`src/rtl/mfp_uart16550_pkg.sv`:
```
// Register map, field values and shared types for driving the AHB-Lite UART16550
// from a hardware master.
package mfp_uart16550_pkg;

  localparam logic [2:0] UART_RBR_THR = 3'd0;
  localparam logic [2:0] UART_IER_DLM = 3'd1;
  localparam logic [2:0] UART_FCR     = 3'd2;
  localparam logic [2:0] UART_LCR     = 3'd3;
  localparam logic [2:0] UART_LSR     = 3'd5;

  localparam int LSR_THRE_BIT = 5;

  localparam logic [7:0] LCR_DLAB_8N1 = 8'h83;
  localparam logic [7:0] LCR_8N1      = 8'h03;
  localparam logic [7:0] FCR_EN_CLR   = 8'h07;

  localparam logic [1:0] HTRANS_IDLE   = 2'b00;
  localparam logic [1:0] HTRANS_NONSEQ = 2'b10;

  typedef enum logic [2:0] {INIT0, INIT1, INIT2, INIT3, INIT4, POLL, READY, SEND} tx_state_t;
  typedef enum logic [1:0] {B_IDLE, B_ADDR, B_DATA} bus_state_t;

  // Registers sit on word boundaries: index n lives at base + 4*n.
  function automatic logic [31:0] uart_reg_addr(input logic [31:0] base, input logic [2:0] idx);
    return base + {27'd0, idx, 2'b00};
  endfunction

endpackage

```
`src/rtl/mfp_ahb_lite_single_master.sv`:
```
// Single-transfer AHB-Lite engine: one address phase, one data phase, no pipelining.
// done/rdata/err are valid during the cycle whose closing edge completes the transfer.
module mfp_ahb_lite_single_master
  import mfp_uart16550_pkg::*;
(
  input  logic        HCLK,
  input  logic        HRESET,
  input  logic        req,
  input  logic        we,
  input  logic [31:0] addr,
  input  logic [31:0] wdata,
  output logic        done,
  output logic [7:0]  rdata,
  output logic        err,
  output logic [31:0] HADDR,
  output logic [1:0]  HTRANS,
  output logic        HWRITE,
  output logic [31:0] HWDATA,
  input  logic [31:0] HRDATA,
  input  logic        HREADY,
  input  logic        HRESP
);

  bus_state_t state;

  always_ff @(posedge HCLK) begin
    if (HRESET) begin
      state  <= B_IDLE;
      HTRANS <= HTRANS_IDLE;
      HADDR  <= '0;
      HWRITE <= 1'b0;
      HWDATA <= '0;
    end else begin
      case (state)
        B_IDLE: if (req) begin
          state  <= B_ADDR;
          HTRANS <= HTRANS_NONSEQ;
          HADDR  <= addr;
          HWRITE <= we;
          HWDATA <= wdata;
        end
        B_ADDR: if (HREADY) begin
          state  <= B_DATA;
          HTRANS <= HTRANS_IDLE;
        end
        B_DATA: if (HREADY) state <= B_IDLE;
        default: state <= B_IDLE;
      endcase
    end
  end

  // Requester advances on the same edge the engine drops back to idle.
  assign done  = (state == B_DATA) && HREADY;
  assign rdata = HRDATA[7:0];
  assign err   = done && HRESP;

  logic unused_hrdata;
  assign unused_hrdata = ^HRDATA[31:8];

endmodule

```
`src/rtl/mfp_ahb_lite_uart_tx_master.sv`:
```
// Programs the UART16550 after reset, then streams bytes into THR, polling LSR.THRE
// and spending FIFO credits so the transmit FIFO is never overrun.
//
// state | meaning
// INIT0 | LCR <- 0x83 (open divisor latch, 8N1)
// INIT1 | DLL <- DIVISOR[7:0]
// INIT2 | DLM <- DIVISOR[15:8]
// INIT3 | LCR <- 0x03 (close divisor latch)
// INIT4 | FCR <- 0x07 (enable and clear FIFOs)
// POLL  | read LSR until THRE, then refill credit
// READY | offer tx_ready while credit remains
// SEND  | THR write of the accepted byte in flight
module mfp_ahb_lite_uart_tx_master
  import mfp_uart16550_pkg::*;
#(
  parameter logic [31:0] BASE_ADDR  = 32'h1F00_3000,
  parameter logic [15:0] DIVISOR    = 16'd27,
  parameter int          FIFO_DEPTH = 16
) (
  input  logic        HCLK,
  input  logic        HRESET,
  input  logic        tx_valid,
  input  logic [7:0]  tx_data,
  output logic        tx_ready,
  output logic        init_done,
  output logic        bus_error,
  output logic [31:0] HADDR,
  output logic [1:0]  HTRANS,
  output logic        HWRITE,
  output logic [2:0]  HSIZE,
  output logic [2:0]  HBURST,
  output logic [3:0]  HPROT,
  output logic        HMASTLOCK,
  output logic [31:0] HWDATA,
  input  logic [31:0] HRDATA,
  input  logic        HREADY,
  input  logic        HRESP
);

  localparam logic [4:0] CREDIT_MAX = 5'(FIFO_DEPTH);

  tx_state_t   state;
  logic [4:0]  credit;
  logic        handshake;
  logic        bus_req;
  logic        bus_we;
  logic [2:0]  bus_reg;
  logic [7:0]  bus_byte;
  logic        bus_done;
  logic        bus_err;
  logic [7:0]  bus_rdata;

  assign handshake = tx_valid && tx_ready;

  // The THR write is requested on the handshake edge itself, giving one byte per 4 cycles.
  always_comb begin
    bus_req  = 1'b1;
    bus_we   = 1'b1;
    bus_reg  = UART_LCR;
    bus_byte = LCR_DLAB_8N1;
    case (state)
      INIT0: ;
      INIT1: begin bus_reg = UART_RBR_THR; bus_byte = DIVISOR[7:0];  end
      INIT2: begin bus_reg = UART_IER_DLM; bus_byte = DIVISOR[15:8]; end
      INIT3: begin bus_reg = UART_LCR;     bus_byte = LCR_8N1;       end
      INIT4: begin bus_reg = UART_FCR;     bus_byte = FCR_EN_CLR;    end
      POLL:  begin bus_we = 1'b0; bus_reg = UART_LSR; bus_byte = 8'h00; end
      READY: begin bus_req = handshake; bus_reg = UART_RBR_THR; bus_byte = tx_data; end
      default: begin bus_req = 1'b0; bus_reg = UART_RBR_THR; bus_byte = 8'h00; end
    endcase
  end

  always_ff @(posedge HCLK) begin
    if (HRESET) begin
      state     <= INIT0;
      credit    <= '0;
      tx_ready  <= 1'b0;
      init_done <= 1'b0;
      bus_error <= 1'b0;
    end else begin
      if (bus_err) bus_error <= 1'b1;
      case (state)
        INIT0: if (bus_done) state <= INIT1;
        INIT1: if (bus_done) state <= INIT2;
        INIT2: if (bus_done) state <= INIT3;
        INIT3: if (bus_done) state <= INIT4;
        INIT4: if (bus_done) begin
          state     <= POLL;
          init_done <= 1'b1;
        end
        POLL: if (bus_done && bus_rdata[LSR_THRE_BIT]) begin
          credit   <= CREDIT_MAX;
          tx_ready <= 1'b1;
          state    <= READY;
        end
        READY: begin
          if (credit == 5'd0) begin
            state <= POLL;
          end else if (handshake) begin
            credit   <= credit - 5'd1;
            tx_ready <= 1'b0;
            state    <= SEND;
          end
        end
        SEND: if (bus_done) begin
          tx_ready <= (credit != 5'd0);
          state    <= READY;
        end
        default: state <= INIT0;
      endcase
    end
  end

  mfp_ahb_lite_single_master u_bus (
    .HCLK   (HCLK),
    .HRESET (HRESET),
    .req    (bus_req),
    .we     (bus_we),
    .addr   (uart_reg_addr(BASE_ADDR, bus_reg)),
    .wdata  ({24'd0, bus_byte}),
    .done   (bus_done),
    .rdata  (bus_rdata),
    .err    (bus_err),
    .HADDR  (HADDR),
    .HTRANS (HTRANS),
    .HWRITE (HWRITE),
    .HWDATA (HWDATA),
    .HRDATA (HRDATA),
    .HREADY (HREADY),
    .HRESP  (HRESP)
  );

  assign HSIZE     = 3'b010;
  assign HBURST    = 3'b000;
  assign HPROT     = 4'b0011;
  assign HMASTLOCK = 1'b0;

  logic unused_rdata;
  assign unused_rdata = ^bus_rdata;

endmodule

```
`config.mk`:
```
export PLATFORM = sky130hd
export DESIGN_NAME = mfp_ahb_lite_uart_tx_master
export DESIGN_NICKNAME = d
export VERILOG_FILES = /design/src/rtl/mfp_uart16550_pkg.sv /design/src/rtl/mfp_ahb_lite_single_master.sv /design/src/rtl/mfp_ahb_lite_uart_tx_master.sv
export SDC_FILE = /design/constraint.sdc
export NUM_CORES = 1
export LEC_CHECK = 0
export ABC_AREA = 1
export CAP_MARGIN = 20
export CORE_AREA = 2 2 72 74
export CTS_CLUSTER_SIZE = 12
export DETAILED_ROUTE_END_ITERATION = 16
export DIE_AREA = 0 0 74 76
export PLACE_DENSITY = 0.88
export SLEW_MARGIN = 20
export SYNTH_ARGS = -nofsm -noshare
export SYNTH_HDL_FRONTEND = slang
export SYNTH_SLANG_ARGS = --single-unit
```
`constraint.sdc`:
```
create_clock -name HCLK -period 2.6 [get_ports HCLK]
set_input_delay 0.52 -clock HCLK [delete_from_list [all_inputs] [get_ports HCLK]]
set_output_delay 0.52 -clock HCLK [all_outputs]
set_load 0.05 [all_outputs]
```
Word level (Yosys, flattened, before mapping)
Cells that the tools add are included.
{"block": "op_classes", "addsub": 2, "eq_ne": 22, "mux": 29, "reduce_logical": 20}
{"cell": "case mux 8 bit (5 select lines)", "count": 1}
{"cell": "adder 29 x 5 -> 30 bit, first input constant", "count": 1}
{"cell": "two-way mux 3 bit", "count": 9}
{"cell": "!= test 2 bit, second input constant", "count": 12}
{"cell": "case mux 3 bit (8 select lines)", "count": 1}
{"cell": "two-way mux 5 bit", "count": 3}
{"cell": "== test 3 bit, second input constant", "count": 4}
{"cell": "case mux 3 bit (4 select lines)", "count": 1}
{"cell": "case mux 5 bit (2 select lines)", "count": 1}
{"cell": "two-way mux 2 bit", "count": 4}
{"cell": "AND reduction 8 bit", "count": 1}
{"cell": "== test 3 x 2 -> 1 bit, second input constant", "count": 2}
{"cell": "case mux 2 bit (3 select lines)", "count": 1}
{"cell": "AND reduction 3 bit", "count": 2}
{"cell": "OR reduction 6 bit", "count": 1}
{"cell": "zero test 5 bit", "count": 1}
{"cell": "two-way mux 1 bit", "count": 5}
{"cell": "AND reduction 5 bit", "count": 1}
{"cell": "nonzero test 5 bit", "count": 1}
{"cell": "subtractor 5 x 1 -> 5 bit, second input constant", "count": 1}
{"cell": "logical AND 1 bit", "count": 4}
{"cell": "case mux 2 bit (2 select lines)", "count": 1}
{"cell": "AND reduction 2 bit", "count": 2}
{"cell": "AND reduction 4 bit", "count": 1}
{"cell": "other kinds (11)", "count": 12}
{"block": "word_totals", "register_bits": 56, "in_bits": 45, "wordCells": 83}

Longest topological paths before layout
{"block": "depth", "depth_word": 5, "depth_mapped": 9}

Cells and area by module
A second synthesis with hierarchy kept.
{"block": "unflattened", "hier_cells": 563, "area_unflattened_um2": 4021.4}
{"module": "mfp_ahb_lite_single_master", "instances": 1, "cells_each": 390, "area_each_um2": 3009.1}
{"module": "mfp_ahb_lite_uart_tx_master", "instances": 1, "cells_each": 173, "area_each_um2": 1012.2}

Worst setup path after synthesis
Ideal clock, no wire load.
{"block": "synth_path", "kind": "reg2out", "startpoint": "register u_bus.HADDR[27] (netlist name)", "endpoint": "output HADDR[13]", "arrival_time_ps": 1013, "slack_ps": 1067, "path_stages_with_launch": 2, "path_buffers": 1, "cell_sequence": "dfxtp_1 buf_4"}
{"element": "to (decl)", "line": "mfp_ahb_lite_uart_tx_master.sv:27", "source": "output logic [31:0] HADDR,"}

==> key figures <==
STA
  • Post-layout min period: 2.122 ns
  • Fin crit share: 81.63%
  • Clock Skew: 0.002878 ns
  • Final hold viol count: 0
  • Final setup viols: 0
  • Max-slew violations: 0
  • Final Hold Slack: 0.4568 ns
  • Worst-Margin Slew: 0.5258 ns
  • Max-Slew Margin vs Limit: 64.84%
  • Setup repair after global routing missed its margin: no
  • TNS Setup: 0 ns
  • FMAX: 0.4712 GHz

Finish
  • Area delta synth->final: 12.60%
  • Fin area: 2002 um^2
  • # diodes: 0
  • Share of cells above drive strength 1: 6.574%
  • Final core occ: 40.75%
  • Nets@finish: 336

Power and ir drop
  • Pwr/cell area: 568.4 nW/um^2
  • Leakage: 0.0009302 uW
  • Max IR drop VDD: 0.3112 mV

Clocking
  • CTS root buffer: clkbuf_8
  • Post-CTS Setup Repair Bufs: 0
  • Post-CTS Hold Fix Bufs: 0
  • Worst skew pair latency: 0.28 ns
  • CTS tree: built
  • Reg clk slew, reported paths: 0.10 ns
  • Num CTS Buffers: 3
  • Post-CTS sizing: 0
  • CTS Buffer Depth: 2
  • H-tree Lvls: 1
  • Clk sinks: 27

Drt
  • Routed WL: 3509 um
  • Initial drt markers: 31
  • Routed via count: 1535
  • Vias/cell: 4.276
  • # DRC: 0
  • DRT Pass-1 Iters: 4
  • WL/cell: 9.774 um
  • Antenna-violating nets left: 0

Worst setup path
  • Crit Reg-Reg Endpoint: credit[1]$_SDFFE_PP0P_
  • Worst Path Required: 2.08 ns
  • Worst r2r path cells: 9
  • Worst path bufs/invs: 1
  • Max incr delay on CP: 0.86 ns
  • Crit path max-delay family: buffers and inverters
  • Cell Chain, Critical Path: clkdlybuf4s50_1
  • Worst path depth: 1
  • Setup crit start: u_bus.HADDR[27]$_SDFFE_PP0P_
  • Crit start category: flop
  • Reg-to-reg startpoint: credit[0]$_SDFFE_PP0P_
  • Worst path slowest cell: clkdlybuf4s50_1
  • WS Path Type: reg2out
  • Last element of the critical path: HADDR[28]
  • Max FO, Critical Path: 8
  • Crit path arrival time: 1.60 ns
  • CP endpoint kind: output pin
  • R2R setup slack: 1.13 ns

Logic synthesis
  • Synth warn: 0
  • Syn Inst Count: 259
  • Synth Area in Adders: 0.7037%
  • Proportion of synthesized area in mux cells: 0%
  • Largest family of logic cells by synthesized area: buffers and inverters
  • XOR/XNOR Fraction of Synth Area: 0%
  • Sequential share of the synthesized area: 30.40%
  • Unique masters post-synth: 25
  • Synth Area in Simple Gates: 24.91%
  • Syn Area/Cell: 6.865 um^2
  • Netlist Area Pre-Place: 1778 um^2
  • Synth Area in Compound Gates: 10.91%
  • Seq cells post-synth: 27

Worst hold path
  • HP Class: reg2reg

Floorplan
  • Die Ht: 76 um
  • Die ar.: 5624 um^2
  • Initial Util: 36.19%
  • Area of the core: 4912 um^2
  • Io pins: 126
  • Row cnt: 26
  • Die width: 74 um

Placed design
  • Port-buffer cells: 36
  • Post-DP Area: 1953 um^2
  • GP Congestion: 0.8922
  • Dpl hpwl: 2746 um

Global routing
  • Initial antenna violation count: 0
  • Grt ovf: 0
  • Vias in the first global route: 1403
  • Largest net degree at the start of global routing: 20
  • Gr usage total: 12.58%
  • First-pass GRT wire length: 5775 um

Run status
  • Status: finished, final reports clean

Job
  • Max-cap viol count: 0
## through the flow
stage | total power (uW) | worst slack [ns] | cells
detailed placement | 896.1 | 0.6103 | 355
finish | 1138 | 0.4776 | 359
CTS | 1140 | 0.4620 | 359
global placement | 891.4 | 0.6298 | 355
global route | 1182 | 0.4132 | 359
floorplan | 885.0 | 1.067 | 315
## Yosys cell counts (all sizes together)
| cell | count | area (um^2) |
|---|---|---|
| buf | 67 | 494.2 |
| ha | 1 | 12.51 |
| conb | 2 | 7.510 |
| nor2 | 33 | 126.4 |
| dfxtp | 27 | 540.5 |
| nand2 | 48 | 195.2 |
| nor3 | 1 | 5.000 |
| a21oi | 22 | 113.9 |
| nand3 | 16 | 85.08 |
| inv | 22 | 82.58 |
| clkbuf | 1 | 3.750 |
| o2bb2ai | 1 | 8.760 |
| a211oi | 1 | 7.510 |
| nand4 | 5 | 31.28 |
| o21ai | 12 | 63.81 |
## worst min-delay path by stage
stage	start	end	slack [ns]	cells past startpoint
after floorplan	credit[0]$_SDFFE_PP0P_	credit[0]$_SDFFE_PP0P_	0.44	2
after global placement	bus_error$_SDFFE_PP0P_	bus_error$_SDFFE_PP0P_	0.44	2
after detailed placement	bus_error$_SDFFE_PP0P_	bus_error$_SDFFE_PP0P_	0.44	2
after CTS	bus_error$_SDFFE_PP0P_	bus_error$_SDFFE_PP0P_	0.46	2
after global routing	u_bus.HWDATA[7]$_SDFFE_PP0P_	u_bus.HWDATA[7]$_SDFFE_PP0P_	0.49	2
final	bus_error$_SDFFE_PP0P_	bus_error$_SDFFE_PP0P_	0.46	2
## sequential cells by signal, summed over array words and instances (netlist names)
name	count
tx_ready	1
u_bus.HADDR	4
u_bus.HTRANS	1
bus_error	1
init_done	1
u_bus.HWRITE	1
u_bus.HWDATA	8
u_bus.state	2
credit	5
state	3
## power breakdown
group          internal, uW  switching (uW)
sequential              437            17.6
combinational          86.2             349
clock                   109             139
## placed cells by master, fill, tap and decap left out
cell and n:
buf_4 2, nand4_1 5, a21oi_2 1, o2bb2ai_1 1, nand3_1 15, nor3_1 1, conb_1 58, inv_1 17
a21oi_1 21, a211oi_1 1, clkinvlp_4 1, o21ai_1 4, inv_2 5, nor2_1 32, nand2_4 1, nand3_2 1
clkbuf_8 3, ha_1 1, o21ai_0 7, dfxtp_1 27, nand2_2 3, nand2_1 44, nor2_2 1, clkdlybuf4s50_1 36
o21ai_2 1
## worst min-delay path, cell delays in order, from the launching register on
cell and delay [ns]:
dfxtp_1 0.32, inv_1 0.04, a21oi_1 0.05
## cell type report
cell class | count | area (um^2)
Clock buffer | 3 | 41.29
Clock inverter | 1 | 7.507
Fill cell | 499 | 2910
Inverter | 22 | 82.58
Multi-Input combinational cell | 198 | 867.1
Sequential cell | 27 | 540.5
Tap cell | 70 | 87.58
Timing Repair Buffer | 38 | 375.4
## routing by layer
| layer | vias to the layer above | wire [um] | global-route usage, % |
|---|---|---|---|
| met4 | 0 | 104 | 7.455 |
| met3 | 13 | 328 | 3.571 |
| met5 | - | 0 | 0 |
| met2 | 83 | 1636 | 20.80 |
| met1 | 680 | 1440 | 13.96 |
| li1 | 759 | - | - |
## kinds of logic after synthesis
group	Yosys count
AO/OA/AOI/OAI	36
AND/OR/NAND/NOR	103
buffers and inverters	90
other	2
adder cells (fa/ha/maj)	1
flip-flops	27
Power figures use the tool's default switching activity.
